===== src/rtl/tm1637_frame_controller.sv =====
// tm1637_frame_controller
//   Drives a TM1637 LED driver. Digit writes update a shadow buffer. A commit
//   copies that buffer into a frame buffer and transmits one frame of three bus
//   transactions:
//     40h
//     C0h, digit0 .. digit(NUM_DIGITS-1)
//     80h | display_on<<3 | brightness
//   Every byte goes out LSB first and is followed by an ACK slot.
//
// Ports
//   clk, reset_n        system clock, asynchronous active-low reset
//   wr_en/wr_addr/wr_data   shadow-buffer write port (addr >= NUM_DIGITS ignored)
//   brightness, display_on  display-control fields, sampled at frame start
//   commit              transmission request pulse
//   busy                frame in progress (includes a queued follow-up frame)
//   frame_done          one-cycle pulse on the tick ending the last STOP
//   ack_error           sticky NACK flag, cleared when a frame starts
//   tm_clk              bus clock, 1 = released
//   tm_dio_oe           1 = pull DIO low
//   tm_dio_in           DIO pad level (asynchronous, synchronised here)
//   state_dbg           current FSM state for debug/observation
//
// Handshake: commit and wr_en are single-cycle strobes with no back-pressure.
// A commit is never lost. In IDLE it starts a frame on the next edge. While busy
// it is remembered as "pending" and served right after the current frame.
module tm1637_frame_controller #(
    parameter int CLK_DIV    = 250,
    parameter int NUM_DIGITS = 4,
    parameter int BRIGHT_RST = 7
) (
    input  logic       clk,
    input  logic       reset_n,
    input  logic       wr_en,
    input  logic [2:0] wr_addr,
    input  logic [7:0] wr_data,
    input  logic [2:0] brightness,
    input  logic       display_on,
    input  logic       commit,
    output logic       busy,
    output logic       frame_done,
    output logic       ack_error,
    output logic       tm_clk,
    output logic       tm_dio_oe,
    input  logic       tm_dio_in,
    output logic [2:0] state_dbg
);

    localparam int PW = (CLK_DIV > 1) ? $clog2(CLK_DIV) : 1;

    localparam logic [2:0] S_IDLE   = 3'd0;
    localparam logic [2:0] S_START  = 3'd1;
    localparam logic [2:0] S_BIT    = 3'd2;
    localparam logic [2:0] S_ACK    = 3'd3;
    localparam logic [2:0] S_STOP   = 3'd4;
    localparam logic [2:0] S_RELOAD = 3'd5;  // one cycle between back-to-back frames

    logic [2:0]    state;
    logic [1:0]    phase;      // tick slot within the current state
    logic [2:0]    bit_idx;
    logic [2:0]    byte_idx;   // byte within the current transaction
    logic [1:0]    txn;        // 0: data cmd, 1: address + digits, 2: display ctrl
    logic [PW-1:0] prescaler;
    logic          tick;
    logic          start_frame;
    logic          last_byte;
    logic          pending;
    logic          ack_chk;    // the next tick ends an ACK high phase
    logic [7:0]    shadow    [NUM_DIGITS];
    logic [7:0]    frame_buf [NUM_DIGITS];
    logic [2:0]    bright_q;
    logic          disp_q;
    logic          dio_meta;
    logic          dio_sync;
    logic [7:0]    digit_byte;
    logic [7:0]    cur_byte;

    assign busy        = (state != S_IDLE);
    assign state_dbg   = state;
    assign tick        = (prescaler == PW'(CLK_DIV - 1));
    assign start_frame = ((state == S_IDLE) && commit) || (state == S_RELOAD);
    assign last_byte   = (txn != 2'd1) || (byte_idx == 3'(NUM_DIGITS));

    // Byte currently being shifted out.
    always_comb begin
        digit_byte = 8'h00;
        for (int i = 0; i < NUM_DIGITS; i++) begin
            if (byte_idx == 3'(i + 1)) digit_byte = frame_buf[i];
        end
        case (txn)
            2'd0:    cur_byte = 8'h40;
            2'd1:    cur_byte = (byte_idx == 3'd0) ? 8'hC0 : digit_byte;
            default: cur_byte = {4'h8, disp_q, bright_q};
        endcase
    end

    always_ff @(posedge clk or negedge reset_n) begin
        if (!reset_n) begin
            dio_meta <= 1'b1;
            dio_sync <= 1'b1;
        end else begin
            dio_meta <= tm_dio_in;
            dio_sync <= dio_meta;
        end
    end

    // The shadow buffer accepts writes at any time. Only frame start reads it.
    always_ff @(posedge clk or negedge reset_n) begin
        if (!reset_n) begin
            for (int i = 0; i < NUM_DIGITS; i++) shadow[i] <= 8'h00;
        end else if (wr_en) begin
            for (int i = 0; i < NUM_DIGITS; i++) begin
                if (wr_addr == 3'(i)) shadow[i] <= wr_data;
            end
        end
    end

    // Each tick applies the bus levels of the slot named by (state, phase) and
    // then advances. The frame therefore ends on the tick that releases DIO
    // after the final STOP.
    always_ff @(posedge clk or negedge reset_n) begin
        if (!reset_n) begin
            state      <= S_IDLE;
            phase      <= 2'd0;
            bit_idx    <= 3'd0;
            byte_idx   <= 3'd0;
            txn        <= 2'd0;
            prescaler  <= '0;
            tm_clk     <= 1'b1;
            tm_dio_oe  <= 1'b0;
            frame_done <= 1'b0;
            ack_error  <= 1'b0;
            ack_chk    <= 1'b0;
            pending    <= 1'b0;
            bright_q   <= 3'(BRIGHT_RST);
            disp_q     <= 1'b1;
            for (int i = 0; i < NUM_DIGITS; i++) frame_buf[i] <= 8'h00;
        end else begin
            frame_done <= 1'b0;
            if (state == S_RELOAD) pending <= 1'b0;
            if (commit && (state != S_IDLE)) pending <= 1'b1;

            if (start_frame) begin
                for (int i = 0; i < NUM_DIGITS; i++) frame_buf[i] <= shadow[i];
                bright_q  <= brightness;
                disp_q    <= display_on;
                ack_error <= 1'b0;
                ack_chk   <= 1'b0;
                state     <= S_START;
                phase     <= 2'd0;
                txn       <= 2'd0;
                byte_idx  <= 3'd0;
                bit_idx   <= 3'd0;
                prescaler <= '0;
            end else if (state != S_IDLE) begin
                prescaler <= tick ? '0 : prescaler + 1'b1;
                if (tick) begin
                    if (ack_chk) begin
                        ack_chk <= 1'b0;
                        if (dio_sync) ack_error <= 1'b1;
                    end
                    case (state)
                        S_START: begin
                            if (phase == 2'd0) begin
                                tm_dio_oe <= 1'b1;
                                phase     <= 2'd1;
                            end else begin
                                tm_clk  <= 1'b0;
                                phase   <= 2'd0;
                                bit_idx <= 3'd0;
                                state   <= S_BIT;
                            end
                        end
                        S_BIT: begin
                            if (phase == 2'd0) begin
                                tm_clk    <= 1'b0;
                                tm_dio_oe <= ~cur_byte[bit_idx];
                                phase     <= 2'd1;
                            end else begin
                                tm_clk <= 1'b1;
                                phase  <= 2'd0;
                                if (bit_idx == 3'd7) state <= S_ACK;
                                else bit_idx <= bit_idx + 3'd1;
                            end
                        end
                        S_ACK: begin
                            if (phase == 2'd0) begin
                                tm_clk    <= 1'b0;
                                tm_dio_oe <= 1'b0;
                                phase     <= 2'd1;
                            end else begin
                                tm_clk  <= 1'b1;
                                ack_chk <= 1'b1;
                                phase   <= 2'd0;
                                if (last_byte) begin
                                    state <= S_STOP;
                                end else begin
                                    byte_idx <= byte_idx + 3'd1;
                                    bit_idx  <= 3'd0;
                                    state    <= S_BIT;
                                end
                            end
                        end
                        S_STOP: begin
                            if (phase == 2'd0) begin
                                tm_clk    <= 1'b0;
                                tm_dio_oe <= 1'b1;
                                phase     <= 2'd1;
                            end else if (phase == 2'd1) begin
                                tm_clk <= 1'b1;
                                phase  <= 2'd2;
                            end else begin
                                tm_dio_oe <= 1'b0;
                                phase     <= 2'd0;
                                if (txn == 2'd2) begin
                                    frame_done <= 1'b1;
                                    // A commit arriving on this very cycle also counts as pending.
                                    state <= (pending || commit) ? S_RELOAD : S_IDLE;
                                end else begin
                                    txn      <= txn + 2'd1;
                                    byte_idx <= 3'd0;
                                    state    <= S_START;
                                end
                            end
                        end
                        default: begin
                        end
                    endcase
                end
            end
        end
    end

endmodule


===== config.mk =====
export PLATFORM = sky130hd
export DESIGN_NAME = tm1637_frame_controller
export DESIGN_NICKNAME = d
export VERILOG_FILES = /design/src/rtl/tm1637_frame_controller.sv
export SDC_FILE = /design/constraint.sdc
export NUM_CORES = 1
export LEC_CHECK = 0
export BUFFER_PORTS_ARGS = -buffer_cell sky130_fd_sc_hd__buf_4
export CELL_PAD_IN_SITES_DETAIL_PLACEMENT = 1
export CELL_PAD_IN_SITES_GLOBAL_PLACEMENT = 2
export CORE_UTILIZATION = 40
export DETAILED_ROUTE_END_ITERATION = 7
export PLACE_DENSITY_LB_ADDON = 0.1
export SYNTH_ARGS = -nofsm -noshare
export SYNTH_HDL_FRONTEND = slang
export SYNTH_SLANG_ARGS = --single-unit

===== constraint.sdc =====
create_clock -name clk -period 2.3 [get_ports clk]
set_input_delay 0 -clock clk [delete_from_list [all_inputs] [get_ports clk]]
set_output_delay 0 -clock clk [all_outputs]
set_load 0.05 [all_outputs]

==> run metrics <==
Peak Freq between 0.4 and 0.5 GHz; Yosys reg bits 97; Antenna Nets Post-Route 0; Initial Util roughly 41%; first-pass GRT wire length roughly 20,000 µm; via/cell ratio 5.30; pin count of the biggest net entering global routing about 70; I/O Buffers 27; launching point of the worst reg2reg path byte_idx[0]; Total Wirelength 11,200 µm; Required @ worst endpoint 2.52 ns; Async SR Flop Fraction 100%; # DRC 0; critical path peak fanout 7; DP HPWL 7910 µm; Area Growth Syn to Fin 19.3%; CTS Buffer Depth 2; WP depth 7; root buffer cell clkbuf_16; EDFF count, synth 0; DR pass1 iterations 4; Post-Synthesis Cell Area 0.00474 mm²; actual slew at the worst max-slew pin 0.567 ns; nets 547; clock skew around 0.0072 ns; Post-Place Cells 632; cell count after synthesis 462; number of synthesis warnings 0; WHS around 0.14 ns; GRT Resource Usage Total between 20% and 30%; Final Hold Viols 0; TritonCTS Buffers 9; CP most frequent cell ha_1; ANT cells 0; final period utilization between 90% and 100%; CTS clk-pin slew, worst paths about 0.060 ns; via count about 3,500; TNS Setup 0 ns; commonest non-fill, non-tap cell in the layout nand2_1; Mean Syn Cell Area about 10 µm²; Final Non-Filler Cells 663; worst hold path class input pin to asynchronous set/reset pin; Design Area, Final 0.00565 mm²; register area share after synthesis between 50% and 60%; gpl congestion 0.769; Area after DPL 0.00518 mm²; worst setup margin 0.161 ns; clk sinks a little under 100; grt total ovfl 0; crit start category flip-flop; RSZ-0062 raised after global routing no; crit path from byte_idx[0]; Pleak approximately 2.6 nW; slowest CP cell dfrtp_1; Syn Nets 494; prevailing post-synth register cell dfrtp_1; Setup CP Type flip-flop to flip-flop; DRT iter0 DRCs approximately 140; reg2reg setup slack 0.16 ns; total chip power roughly 7 mW; die area 0.0123 mm²; end of the critical path tm_dio_oe; commonest cells after routing, fill and taps aside nand2_1 (129), dfrtp_1 (89), buf_4 (49), mux2_2 (37), nor2_1 (25); worst-skew pair later-pin latency 0.35 ns; Cell Chain, Critical Path ha_1 -> ha_1 -> or2_2 -> a221oi_1 -> o221ai_1 -> o211ai_1 -> a31oi_1; crit end category flip-flop; Final setup viols 0; Reg-to-Reg End tm_dio_oe; CTS tree built; pwr/cell area 1230 mW/mm²; Top Family by Delay on Critical Path compound AO/OA/AOI/OAI gates; R2R depth 7; Min Clock Period, post-route about 2.1 ns; Max-cap violations 0; crit path buf inv count 0; wire per inst 16.9 µm; share of cells above drive strength 1 ~25%; relative slew slack 62.0%; vias in the first global route 3,840; Placeable Area ~0.011 mm²; status finished clean; num ports 28; max incr delay on CP 0.42 ns; initial antenna violation count 0; die width 111 µm; H-Tree Level Count 3; Synth cell types 67; overall die height 111 µm; maximum vdd drop 0.000834 V; dpl ws 0.141 ns; Arr. time, crit path 2.36 ns; Final Util between 40% and 50%; row cnt 39; Final Max Tran Viols 0
[worst min path at each step]
stage / start / endpoint / slack, ns
final: reset_n / prescaler[3] / 0.14
after global routing: reset_n / prescaler[7] / 0.18
after detailed placement: reset_n / prescaler[3] / -0.01
after CTS: reset_n / prescaler[2] / 0.15
after global placement: reset_n / prescaler[3] / -0.02
after floorplan: reset_n / ack_chk / -0.30
[report_power, final]
group | internal, mW | total [mW] | switching, mW
clock | 0.937 | 1.59 | 0.653
combinational | 1.09 | 2.67 | 1.58
sequential | 2.30 | 2.68 | 0.379
[metal layers]
| layer | global-route usage (%) | wire [µm] | up-vias |
|---|---|---|---|
| met2 | 33.2 | 5360 | 44 |
| li1 | - | - | 1703 |
| met4 | 8.36 | 182 | 0 |
| met3 | 3.39 | 245 | 13 |
| met1 | 27.0 | 5440 | 1755 |
| met5 | 0 | 0 | - |
[area by class of cell]
type / instances / area (µm²)
fillers: 1314 / 5810
repair buffers: 65 / 538
inverters: 10 / 37.5
clock buffers: 13 / 270
clock inverters: 3 / 46.3
multi-input cells: 332 / 2140
flip-flops and latches: 97 / 2440
well taps: 143 / 179
[flip-flops by register name, summed over array words and instances (netlist names), 2 cells and up]
register,flops
frame_buf,32
shadow,32
prescaler,8
bit_idx,3
bright_q,3
byte_idx,3
state_dbg,3
phase,2
txn,2
[Yosys cell counts, types with 4 or more instances]
master    instances  share of area (%)
nand2_1         129                 10
dfstp_2           7                3.9
mux2_2           37                8.8
inv_1            10               0.79
a31oi_1           4               0.53
a221oi_1          6                1.1
o211ai_1          4               0.63
nor3_1            6               0.63
clkbuf_1         10               0.79
mux2i_1           5                1.1
nor2_1           25                2.0
buf_2             6               0.63
xor2_1            4               0.74
a21oi_1          14                1.5
o21ai_0           6               0.63
ha_1             12                3.2
nand3b_1          5               0.79
mux2_1            5                1.2
dfrtp_1          90                 48
nand3_1           5               0.53
[repair_timing]
action / CTS / global route
gates resized for setup: 0 / 1
endpoints found under the hold margin: 68 / 0
endpoints found under the setup margin: 0 / 1
buffers inserted: 0 / 0
hold buffers: 15 / 0
[cells by family after synthesis]
kind of cell | after synthesis | share of synthesized area (%)
simple gates | 205 | 20.0
flops | 97 | 51.4
compound gates | 63 | 9.64
mux | 47 | 11.0
buf+inv | 33 | 3.83
fa+ha+maj | 12 | 3.17
xor+xnor | 5 | 0.924
Power figures use the tool's default switching activity.
